### src/rtl/multi_mode_round_robin_arbiter.sv
// N-way arbiter with runtime-selectable plain, prioritized and weighted round-robin modes.
// Grant is combinational from the requests and the registered ptr/credit/held/mode state.
module multi_mode_round_robin_arbiter #(
  parameter int REQUEST_WIDTH  = 8,
  parameter int PRIORITY_WIDTH = 2,
  parameter int WEIGHT_WIDTH   = 4
) (
  input  logic                                     clk,
  input  logic                                     rst_n,
  input  logic [1:0]                               i_mode,
  input  logic [REQUEST_WIDTH*PRIORITY_WIDTH-1:0]  i_priority,
  input  logic [REQUEST_WIDTH*WEIGHT_WIDTH-1:0]    i_weight,
  input  logic [REQUEST_WIDTH-1:0]                 i_request,
  input  logic                                     i_lock,
  output logic [REQUEST_WIDTH-1:0]                 o_grant,
  output logic                                     o_grant_valid,
  output logic [$clog2(REQUEST_WIDTH)-1:0]         o_grant_index
);

  localparam int IW = $clog2(REQUEST_WIDTH);

  typedef enum logic [1:0] {
    MODE_PLAIN  = 2'd0,
    MODE_PRIO   = 2'd1,
    MODE_WEIGHT = 2'd2,
    MODE_RSVD   = 2'd3
  } mode_e;

  mode_e                   mode_q;
  mode_e                   mode_in;
  mode_e                   mode_eff;
  logic [IW-1:0]           ptr;
  logic [WEIGHT_WIDTH-1:0] credit;
  logic                    held;

  logic                      mode_chg;
  logic [WEIGHT_WIDTH-1:0]   credit_eff;
  logic [PRIORITY_WIDTH-1:0] prio_arr [REQUEST_WIDTH];
  logic [WEIGHT_WIDTH-1:0]   weight_arr [REQUEST_WIDTH];
  logic [PRIORITY_WIDTH-1:0] max_pri;
  logic [REQUEST_WIDTH-1:0]  cand;
  logic [WEIGHT_WIDTH-1:0]   w_eff;
  logic                      req_ptr;
  logic                      lock_hit;
  logic                      stay;
  logic                      scan_hit;
  logic [IW-1:0]             scan_idx;
  logic                      gv;
  logic [IW-1:0]             gidx;

  always_comb begin
    mode_in  = mode_e'(i_mode);
    mode_chg = (mode_in != mode_q);
    mode_eff = (mode_in == MODE_RSVD) ? MODE_PLAIN : mode_in;
    credit_eff = mode_chg ? '0 : credit;

    for (int unsigned i = 0; i < REQUEST_WIDTH; i++) begin
      prio_arr[i]   = i_priority[i*PRIORITY_WIDTH +: PRIORITY_WIDTH];
      weight_arr[i] = i_weight[i*WEIGHT_WIDTH +: WEIGHT_WIDTH];
    end

    max_pri = '0;
    for (int unsigned i = 0; i < REQUEST_WIDTH; i++) begin
      if (i_request[i] && (prio_arr[i] > max_pri)) max_pri = prio_arr[i];
    end

    cand = i_request;
    if (mode_eff == MODE_PRIO) begin
      for (int unsigned i = 0; i < REQUEST_WIDTH; i++) begin
        cand[i] = i_request[i] && (prio_arr[i] == max_pri);
      end
    end

    // Scan ptr+1 .. ptr+N so that ptr itself is the last candidate considered.
    scan_hit = 1'b0;
    scan_idx = '0;
    for (int unsigned k = 1; k <= REQUEST_WIDTH; k++) begin
      if (!scan_hit && cand[(32'(ptr) + k) % REQUEST_WIDTH]) begin
        scan_hit = 1'b1;
        scan_idx = IW'((32'(ptr) + k) % REQUEST_WIDTH);
      end
    end

    w_eff    = (weight_arr[ptr] == '0) ? WEIGHT_WIDTH'(1) : weight_arr[ptr];
    req_ptr  = i_request[ptr];
    lock_hit = held && !mode_chg && req_ptr;
    stay     = (mode_eff == MODE_WEIGHT) && req_ptr &&
               (credit_eff < (w_eff - WEIGHT_WIDTH'(1)));

    gv   = 1'b0;
    gidx = '0;
    if (rst_n) begin
      if (lock_hit || stay) begin
        gv   = 1'b1;
        gidx = ptr;
      end else if (scan_hit) begin
        gv   = 1'b1;
        gidx = scan_idx;
      end
    end

    o_grant       = gv ? (REQUEST_WIDTH'(1) << gidx) : '0;
    o_grant_valid = gv;
    o_grant_index = gidx;
  end

  always_ff @(posedge clk or negedge rst_n) begin
    if (!rst_n) begin
      ptr    <= IW'(REQUEST_WIDTH - 1);
      credit <= '0;
      held   <= 1'b0;
      mode_q <= MODE_PLAIN;
    end else begin
      mode_q <= mode_in;
      if (gv) ptr <= gidx;
      if (mode_chg) begin
        credit <= '0;
        held   <= 1'b0;
      end else begin
        held <= i_lock && gv;
        if (!gv) begin
          credit <= '0;
        end else if (!lock_hit) begin
          if (gidx == ptr) credit <= (credit == '1) ? credit : credit + WEIGHT_WIDTH'(1);
          else             credit <= '0;
        end
      end
    end
  end

endmodule

### config.mk
export PLATFORM = sky130hd
export DESIGN_NAME = multi_mode_round_robin_arbiter
export DESIGN_NICKNAME = d
export VERILOG_FILES = /design/src/rtl/multi_mode_round_robin_arbiter.sv
export SDC_FILE = /design/constraint.sdc
export NUM_CORES = 1
export LEC_CHECK = 0
export ABC_AREA = 0
export ABC_CLOCK_PERIOD_IN_PS = 23600
export CORE_ASPECT_RATIO = 0.8
export CORE_MARGIN = 10
export CORE_UTILIZATION = 45
export DETAILED_ROUTE_END_ITERATION = 8
export GPL_ROUTABILITY_DRIVEN = 0
export PLACE_DENSITY = 0.75
export SYNTH_ARGS = -nofsm -noshare
export SYNTH_HDL_FRONTEND = slang
export SYNTH_SLANG_ARGS = --single-unit
### constraint.sdc
create_clock -name clk -period 23.6 [get_ports clk]
set_input_delay 4.72 -clock clk [delete_from_list [all_inputs] [get_ports clk]]
set_output_delay 4.72 -clock clk [all_outputs]
set_load 0.05 [all_outputs]
==> flow_metrics.tcl <==
set metrics [dict create \
    htreeDepth 1 \
    antenna_cells 0 \
    synth_area_um2 3340 \
    cts_made_buffers 3 \
    fin_nets 564 \
    postSynth.asyncResetShare_pct 100 \
    power_leakage_uw 0.00169 \
    path_max_fanout 9 \
    fin_setup_tns_ps 0 \
    ys_types 91 \
    drtAntennaViolNets 0 \
    critPathCaptureType "output pin" \
    die_w_um 116 \
    io_pins 73 \
    ys_seq_area_share_pct 7.59 \
    ctsResizeCount 0 \
    drive_above_1_share_pct 12.4 \
    worst_hold_slack_ps 586 \
    drt_first_pass_iters 5 \
    core_area_um2 7320 \
    antenna_found_initial 0 \
    vias_per_cell 6.48 \
    grt_busiest_layer "met2" \
    path_common_cell "ha_1" \
    slew-limit-headroom_pct 32.1 \
    finClkSkew_ps 5.12 \
    power.density_nw_per_um2 145 \
    min_period_ps 22720 \
    cap_violations 0 \
    track_usage_pct 17.7 \
    yosysTopAreaCellShare_pct 8.75 \
    setup_viol 0 \
    fp.dieH_um 97.1 \
    clockBufferDepth 2 \
    synth_top_cell_by_area "mux4_2" \
    portBuffers 72 \
    avgRoutedWirePerCell_um 18.0 \
    hold_viol_final 0 \
    layout_commonest_cell "clkdlybuf4s50_1" \
    clock_latency_ps 240 \
    rows 28 \
    dieArea_um2 11300 \
    start_kind "input pin" \
    vdd_drop_max_mv 0.0758 \
    synth-main-ff-cell "dfrtp_1" \
    cts_hold_buf 0 \
    fmax_mhz 44.0 \
    hp-class "reg2reg" \
    yosys_warnings 0 \
    cp_slowest_stage_delay_ps 810 \
    drv_slew 0 \
    numClockSinks 10 \
    r2r_slack_ps 18860 \
    cts_tree "built" \
    cp.arrival_ps 18000 \
    dpl.hpwl_um 8400 \
    first_iter_violations 299 \
    post_cts_buffers 0 \
    cts.clk_slew.worst_paths_ps 50 \
    grtUsageMet3_pct 3.89 \
    synthTopCellsByArea "mux4_2 (8.8%), nand2_1 (6.4%), ha_1 (6.4%)" \
    vias 3724 \
    synth_enable_flop_cells 0 \
    slowest_stage "clkdlybuf4s50_1" \
    cts-root-buf "clkbuf_8" \
    rsz0062_at_grt "no" \
    grt_pass1_vias 3600 \
    grt_overflow 0 \
    initial_core_util_pct 45.7 \
    period_share_pct 96.3 \
    grt_max_degree 33 \
    most-common-layout-cells "clkdlybuf4s50_1 (71), nand2_1 (57), nor2_1 (28)" \
    syn2layout_area_growth_pct 25.0 \
    remaining_drc_errors 0 \
    synthCells 424 \
    wirelength_um 10300 \
    worstMarginPinSlew_ps 1020 \
    critPathKind "in2out" \
    grt_util_met2_pct 28.2 \
    placed_cells 571 \
    synth-seq-cells 10 \
    status "completed" \
    nFillCells 648 \
    use_met1_pct 23.8 \
    syn_avg_cell_area_um2 7.89 \
    cp.required_ps 18880 \
    layoutNonFillerInstCount 575 \
    grt_pass1_wl_um 17100 \
    synth_nets 502 \
]
[path summary, 6_finish.rpt]
kind,startpoint,to,cells after the start
worst min-delay path,held$_DFF_PN0_,credit[3]$_DFFE_PN0P_,2
min in group asynchronous,rst_n,mode_q[0]$_DFF_PN0_,1
worst max-delay path,i_request[0],o_grant[0],55
worst max register to register,ptr[1]$_DFFE_PN1P_,credit[2]$_DFFE_PN0P_,14
worst min register to register,held$_DFF_PN0_,credit[3]$_DFFE_PN0P_,2
max in group asynchronous,rst_n,credit[0]$_DFFE_PN0P_,1
[cell families (layout without fill, tap and decap cells)]
group / count (synthesis) / in the layout / synth area share, %
DFF: 10 / 10 / 7.59
AOI/OAI and AO/OA: 140 / 140 / 36.1
buffers and inverters: 38 / 99 / 4.41
and+or+nand+nor: 173 / 173 / 26.1
adders and majority gates: 18 / 18 / 6.70
xor gates and xnor gates: 13 / 13 / 3.40
muxes: 32 / 32 / 15.7
[critical path: cells and delay by family]
family / cells / cell delay, ps
fa+ha+maj: 8 / 2360
xor+xnor: 1 / 300
buf+inv: 5 / 1630
simple gates: 20 / 4080
mux: 3 / 1020
compound gates: 18 / 3900
[synthesized netlist by cell type (all sizes together) (3+ instances only)]
master / instances
and2: 16
nor2: 28
and3: 6
a22oi: 6
xnor2: 5
o32ai: 4
nand2: 57
clkbuf: 13
mux2: 5
a21boi: 5
dfstp: 3
nor3b: 4
a211o: 3
o21ai: 18
o2111ai: 3
a21o: 4
ha: 17
nand4: 3
nand3: 19
dfrtp: 7
a31oi: 7
o22ai: 3
a21oi: 20
o211ai: 9
inv: 23
xor2: 8
nor2b: 7
o22a: 3
a211oi: 13
mux4: 13
mux2i: 14
o21a: 5
nand2b: 6
a32oi: 6
or2: 5
nor3: 13
o211a: 4
[metrics by stage]
stage / setup WS (ps) / util, % / instance area (um2) / power [uW]
after detailed placement: 920 / 56.2 / 4120 / 572
after CTS: 858 / 57.0 / 4170 / 596
after floorplan: 2160 / - / 3340 / 453
final: 875 / 57.1 / 4180 / 606
after global placement: 1310 / 56.2 / 4120 / 560
after global routing: 15.7 / 57.1 / 4180 / 652
[registers in the layout, summed over array words and instances (netlist names)]
register	cells
credit	4
ptr	3
mode_q	2
held	1
[power by group]
group          total (uW)  switching [uW]  internal (uW)
clock                21.7            6.99           14.7
combinational         536             318            218
sequential           48.1            24.7           23.4
total                 606             350            256
[layer usage]
layer | up-vias | wire (um)
li1 | 1761 | -
met2 | 177 | 4830
met3 | 14 | 841
met1 | 1772 | 4580
met4 | 0 | 102
met5 | - | 0
[layout make-up]
cell class,instances,area [um2],area share (%)
tap,90,113,2.69
clock buffer,4,55.1,1.32
timing repair buffer,72,723,17.3
inverter,23,86.3,2.07
sequential,10,254,6.08
multi-input combinational,376,2950,70.5
Note: power is estimated with default switching activity, not from simulation.
